==> src/rtl/sram_io_bridge.sv <==
// sram_io_bridge
//   Bridge between the SLC-3 CPU's MAR/MDR side and an external asynchronous
//   1Mx16 SRAM. It also decodes one memory-mapped IO address: reads return the
//   board switches and writes load the hex-digit display register.
//
//   Each access is a short state machine (IDLE -> [SETUP] -> ACCESS -> DONE).
//   It has a programmable number of wait states. A one-cycle cpu_ready pulse
//   lets the control unit stall on slow memory.
//
// Parameters
//   ADDR_W       SRAM / CPU address width
//   WAIT_STATES  extra cycles each SRAM strobe is held (0..15)
//   NUM_HEX      number of 4-bit display digits (1..8)
//   IO_ADDR      memory-mapped IO address
//
// Ports
//   Clk, Reset          clock, asynchronous active-high reset
//   cpu_req/we/be       request, write select, byte enables ([1] upper, [0] lower)
//   cpu_addr/wdata      access address and write data
//   cpu_rdata/ready     read data (held) and one-cycle completion pulse
//   Switches            board switches, returned on IO reads
//   hex_digits          display register; digit 0 is bits [3:0]
//   CE/OE/WE/UB/LB      active-low SRAM strobes
//   ADDR                SRAM address
//   Data_Mem_Out/In     SRAM data toward / from the external tristate
//   mem_drive           1 = FPGA drives the SRAM data bus
module sram_io_bridge #(
  parameter int ADDR_W = 20,
  parameter int WAIT_STATES = 1,
  parameter int NUM_HEX = 4,
  parameter logic [ADDR_W-1:0] IO_ADDR = 20'h0FFFF
) (
  input  logic                 Clk,
  input  logic                 Reset,
  input  logic                 cpu_req,
  input  logic                 cpu_we,
  input  logic [1:0]           cpu_be,
  input  logic [ADDR_W-1:0]    cpu_addr,
  input  logic [15:0]          cpu_wdata,
  output logic [15:0]          cpu_rdata,
  output logic                 cpu_ready,
  input  logic [15:0]          Switches,
  output logic [4*NUM_HEX-1:0] hex_digits,
  output logic                 CE,
  output logic                 OE,
  output logic                 WE,
  output logic                 UB,
  output logic                 LB,
  output logic [ADDR_W-1:0]    ADDR,
  output logic [15:0]          Data_Mem_Out,
  input  logic [15:0]          Data_Mem_In,
  output logic                 mem_drive
);

  localparam int HEX_W = 4 * NUM_HEX;
  localparam logic [3:0] WAIT_INIT = 4'(WAIT_STATES);

  typedef enum logic [1:0] {
    IDLE   = 2'd0,
    SETUP  = 2'd1,
    ACCESS = 2'd2,
    DONE   = 2'd3
  } state_t;

  state_t     state;
  logic [3:0] wait_cnt;
  logic       we_q;
  logic [1:0] be_q;

  // The display register takes the low digits of the write data. Digits
  // beyond the 16-bit data word (NUM_HEX > 4) are loaded with zero.
  function automatic logic [HEX_W-1:0] hex_load(input logic [15:0] wdata);
    logic [31:0] ext;
    ext = {16'h0000, wdata};
    return ext[HEX_W-1:0];
  endfunction

  // Every output is a flop. It is loaded with the value that belongs to the
  // state being entered. The SRAM pins therefore change together with the
  // state, and no cpu_* input reaches them combinationally.
  always_ff @(posedge Clk or posedge Reset) begin
    if (Reset) begin
      state        <= IDLE;
      wait_cnt     <= 4'd0;
      we_q         <= 1'b0;
      be_q         <= 2'b00;
      CE           <= 1'b1;
      OE           <= 1'b1;
      WE           <= 1'b1;
      UB           <= 1'b1;
      LB           <= 1'b1;
      mem_drive    <= 1'b0;
      ADDR         <= '0;
      Data_Mem_Out <= 16'h0000;
      cpu_rdata    <= 16'h0000;
      cpu_ready    <= 1'b0;
      hex_digits   <= '0;
    end else begin
      case (state)
        IDLE: begin
          cpu_ready <= 1'b0;
          if (cpu_req) begin
            we_q <= cpu_we;
            be_q <= cpu_be;
            if (cpu_addr == IO_ADDR) begin
              // IO completes straight away; the SRAM pins stay idle.
              state     <= DONE;
              cpu_ready <= 1'b1;
              if (cpu_we) begin
                hex_digits <= hex_load(cpu_wdata);
              end else begin
                cpu_rdata <= Switches;
              end
            end else if (cpu_we) begin
              // The setup cycle puts the address and data on the bus
              // before WE falls.
              state        <= SETUP;
              ADDR         <= cpu_addr;
              Data_Mem_Out <= cpu_wdata;
              CE           <= 1'b0;
              WE           <= 1'b1;
              mem_drive    <= 1'b1;
            end else begin
              state    <= ACCESS;
              ADDR     <= cpu_addr;
              CE       <= 1'b0;
              OE       <= 1'b0;
              UB       <= 1'b0;
              LB       <= 1'b0;
              wait_cnt <= WAIT_INIT;
            end
          end
        end

        SETUP: begin
          state    <= ACCESS;
          WE       <= 1'b0;
          UB       <= ~be_q[1];
          LB       <= ~be_q[0];
          wait_cnt <= WAIT_INIT;
        end

        ACCESS: begin
          if (wait_cnt == 4'd0) begin
            state     <= DONE;
            cpu_ready <= 1'b1;
            OE        <= 1'b1;
            WE        <= 1'b1;
            UB        <= 1'b1;
            LB        <= 1'b1;
            if (!we_q) begin
              CE        <= 1'b1;
              cpu_rdata <= Data_Mem_In;
            end
            // On a write, CE, mem_drive, ADDR and data are held one more
            // cycle after WE rises, to meet the SRAM hold time.
          end else begin
            wait_cnt <= wait_cnt - 4'd1;
          end
        end

        DONE: begin
          state     <= IDLE;
          cpu_ready <= 1'b0;
          CE        <= 1'b1;
          OE        <= 1'b1;
          WE        <= 1'b1;
          UB        <= 1'b1;
          LB        <= 1'b1;
          mem_drive <= 1'b0;
        end

        default: begin
          state <= IDLE;
        end
      endcase
    end
  end

endmodule

==> config.mk <==
export PLATFORM = sky130hd
export DESIGN_NAME = sram_io_bridge
export DESIGN_NICKNAME = d
export VERILOG_FILES = /design/src/rtl/sram_io_bridge.sv
export SDC_FILE = /design/constraint.sdc
export NUM_CORES = 1
export LEC_CHECK = 0
export CORE_ASPECT_RATIO = 1.4
export CORE_MARGIN = 3
export CORE_UTILIZATION = 39
export DETAILED_ROUTE_END_ITERATION = 12
export PLACE_DENSITY = 0.84
export SYNTH_ARGS = -nofsm -noshare
export SYNTH_HDL_FRONTEND = slang
export SYNTH_SLANG_ARGS = --single-unit
==> constraint.sdc <==
create_clock -name Clk -period 2.5 [get_ports Clk]
set_clock_uncertainty 0.05 [all_clocks]
set_input_delay 0.25 -clock Clk [delete_from_list [all_inputs] [get_ports Clk]]
set_output_delay 0.25 -clock Clk [all_outputs]
set_load 0.05 [all_outputs]
==> flow_metrics.env <==
export IMPL_status="finished clean"
export IMPL_syn_cell_area_mm2=0.00376
export IMPL_number_of_drc_markers_after_the_initial_detailed_route_iteration=64
export IMPL_fraction_of_final_layout_cells_sized_beyond_drive_strength_1=0.305
export IMPL_die_area_mm2=0.0109
export IMPL_ys_async_sr_fraction=1.00
export IMPL_wire_length_of_the_first_global_routing_pass_um=14400
export IMPL_worstHoldPathType="input pin to async pin"
export IMPL_holdBufCountCts=0
export IMPL_ios=149
export IMPL_synthesis_area_per_instance_um2=13.9
export IMPL_timing_worst_setup_path_type="register to register"
export IMPL_detail_route_wirelength_um=9120
export IMPL_p_sw_frac=0.436
export IMPL_reg2reg_to="cpu_rdata[6]"
export IMPL_final_total_negative_setup_slack_ps=0
export IMPL_critPathArrivalTime_ps=2420
export IMPL_initial_utilization=0.408
export IMPL_antennaDiodeCount=0
export IMPL_setup_viol=0
export IMPL_worstSetupEndpointType="register"
export IMPL_antenna_found_initial=0
export IMPL_leakage_nw=2.50
export IMPL_power_density_mw_per_mm2=1400
export IMPL_placeableCoreArea_mm2=0.00923
export IMPL_rows=41
export IMPL_synth_nets=351
export IMPL_synth_cell_type_count=39
export IMPL_grt_pass1_vias=2952
export IMPL_max_clock_freq_mhz=444
export IMPL_via_count_normalized_by_instance_count=5.05
export IMPL_critPathCapture="cpu_rdata[6]"
export IMPL_post_route_period_util=0.901
export IMPL_postSynth_topFlopCell="sky130_fd_sc_hd__dfrtp_1"
export IMPL_synthesized_flop_and_latch_total=84
export IMPL_synth_seq_area_share=0.560
export IMPL_critical_path_max_stage_delay_ps=380
export IMPL_netSwitchingPower_w=0.00353
export IMPL_critical_path_cell_chain="inv_1 > ha_1 > nor3b_1 > o22ai_1 > a21oi_1 > a21boi_2 > buf_12 > mux2_2"
export IMPL_critPathMaxFanout=16
export IMPL_final_hold_worst_slack_ps=288
export IMPL_via_count=2757
export IMPL_cts_tree="yes"
export IMPL_grt_setup_unrepaired="false"
export IMPL_track_usage=0.173
export IMPL_slew_headroom=0.420
export IMPL_cts_made_buffers=9
export IMPL_finalWeightedCongestion=0.798
export IMPL_internal_power_w=0.00458
export IMPL_slowest_stage="sky130_fd_sc_hd__dfrtp_1"
export IMPL_yosysWarningCount=0
export IMPL_power_frac_clock=0.164
export IMPL_cts_root_buf="sky130_fd_sc_hd__clkbuf_16"
export IMPL_period_needed_ps=2250
export IMPL_routedWlPerCell_um=16.7
export IMPL_worst_r2r_path_depth=8
export IMPL_clk_pin_slew_worst_paths_ps=60
export IMPL_drc=0
export IMPL_clock_path_buffers=2
export IMPL_critical_path_startpoint="wait_cnt[0]"
export IMPL_utilization=0.628
export IMPL_clock_sink_count=84
export IMPL_fin_total_pwr_w=0.00811
export IMPL_post_cts_setup_buffer_count=0
export IMPL_syn2layout_area_growth_pct=54.0
export IMPL_combPwrFrac=0.562
export IMPL_timing_reg2reg_setup_slack_ps=250
export IMPL_chipHeight_um=122
export IMPL_cp_start_kind="register"
export IMPL_num_nets_final=515
export IMPL_fillers=725
export IMPL_max_slew_worst_pin_slew_ps=868
export IMPL_vdd_drop_max_mv=0.818
export IMPL_final_hold_viol_count=0
export IMPL_maxSlewViolCount=0
export IMPL_portBuffers=148
export IMPL_route_antenna_remaining_nets=0
export IMPL_synth_edf_count=0
export IMPL_postCtsResizedCells=0
export IMPL_grt_ovfl_total=0
export IMPL_dp_final_hpwl_um=6920
export IMPL_r2r_start="wait_cnt[0]"
export IMPL_timing_max_cap_violations=0
export IMPL_chipWidth_um=89.0
export IMPL_pwr_share_seq=0.275
export IMPL_ctsHtreeMaxLevel=3
export IMPL_detailed_routing_iterations_pass_1=4
export IMPL_synth_cells=270
export IMPL_worst_skew_pair_late_latency_ps=330
export IMPL_data_required_time_at_the_worst_endpoint_ps=2660
export IMPL_grt_max_degree=85
[power by group through the flow]
| stage | logic, W | registers, W | clock network (W) |
|---|---|---|---|
| 2_1_floorplan | 0.00135 | 0.00392 | 0 |
| 4_1_cts | 0.00460 | 0.00223 | 0.00136 |
| 3_5_place_dp | 0.00459 | 0.00225 | 0 |
| 6_report | 0.00456 | 0.00223 | 0.00133 |
| 5_1_grt | 0.00480 | 0.00230 | 0.00142 |
| 3_3_place_gp | 0.00450 | 0.00223 | 0 |
[worst min-delay path by stage]
stage                 start              end  depth (start not counted)
2_1_floorplan  cpu_wdata[0]    hex_digits[0]                          1
3_3_place_gp           we_q             we_q                          2
3_5_place_dp             WE               WE                          2
4_1_cts               Reset  Data_Mem_Out[9]                          3
5_1_grt               Reset          be_q[1]                          3
6_report              Reset          be_q[1]                          3
[per-layer routing]
layer | vias to the layer above | GRT usage | routed length [µm]
met2 | 86 | 0.316 | 5040
met5 | - | 0 | 0
met3 | 12 | 0.0544 | 544
met4 | 0 | 0.0587 | 164
met1 | 1365 | 0.186 | 3370
li1 | 1294 | - | -
[cell type report]
type                            instances  area, µm²  area share
Inverter                               11       42.5     0.00734
Sequential cell                        84       2110       0.364
Timing Repair Buffer                  164       1650       0.285
Tap cell                              107        134      0.0231
Clock inverter                          6       63.8      0.0110
Clock buffer                           10        239      0.0412
Multi-Input combinational cell        164       1560       0.269
[per-stage QoR]
step | setup slack, ps | instances | instance area [µm²]
after CTS | 112 | 546 | 5800
after global placement | -52.3 | 530 | 5500
final | 248 | 546 | 5800
after detailed placement | -162 | 530 | 5500
after floorplan | 43.1 | 270 | 3760
after global routing | 108 | 546 | 5800
[layout by cell type, fill, tap and decap left out, types with 4 or more instances in the layout]
| cell type | instances |
|---|---|
| sky130_fd_sc_hd__clkdlybuf4s50_1 | 148 |
| sky130_fd_sc_hd__nand2b_1 | 4 |
| sky130_fd_sc_hd__o22ai_1 | 4 |
| sky130_fd_sc_hd__dfrtp_1 | 79 |
| sky130_fd_sc_hd__clkbuf_16 | 9 |
| sky130_fd_sc_hd__a21oi_1 | 6 |
| sky130_fd_sc_hd__nand2_1 | 8 |
| sky130_fd_sc_hd__mux2_2 | 79 |
| sky130_fd_sc_hd__nor2_1 | 9 |
| sky130_fd_sc_hd__mux2_4 | 10 |
| sky130_fd_sc_hd__buf_12 | 4 |
| sky130_fd_sc_hd__ha_1 | 7 |
| sky130_fd_sc_hd__inv_1 | 10 |
| sky130_fd_sc_hd__buf_4 | 12 |
| sky130_fd_sc_hd__dfstp_2 | 5 |
[cells in the mapped netlist (all sizes together) (2+ instances only)]
master,count,area [µm²]
mux2,89,1040
dfrtp,79,1980
inv,11,41.3
nand2,9,36.3
nor2,9,33.8
a21oi,8,40.0
clkbuf,8,30.0
ha,7,87.6
dfstp,5,131
nand2b,4,25.0
nor3,4,31.3
o22ai,4,25.0
buf,3,33.8
nand4,3,18.8
o21ai,3,15.0
a21boi,2,18.8
a21o,2,15.0
mux2i,2,20.0
nand4b,2,17.5
or2,2,12.5
[worst max-delay path: cells and delay by family (launching register included)]
family	cells	cell delay (ps)
multiplexers	1	340
adder cells (fa/ha/maj)	1	160
buffers and inverters	2	280
AND/OR/NAND/NOR	1	310
flip-flops	1	380
AO/OA/AOI/OAI	3	610
[cell families (layout without fill, tap and decap cells)]
group,after synthesis,after routing,synth area share
AO/OA/AOI/OAI,27,27,0.0489
adder cells (fa/ha/maj),7,7,0.0233
buffers and inverters,22,191,0.0279
flip-flops,84,84,0.560
multiplexers,91,91,0.281
AND/OR/NAND/NOR,39,39,0.0585
[sequential cells by signal, indices dropped and copies added (netlist names)]
name,count
state,2
be_q,2
UB,1
WE,1
we_q,1
Data_Mem_Out,16
OE,1
wait_cnt,4
hex_digits,16
cpu_ready,1
CE,1
cpu_rdata,16
LB,1
ADDR,20
mem_drive,1
Note: power is estimated with default switching activity, not from simulation.
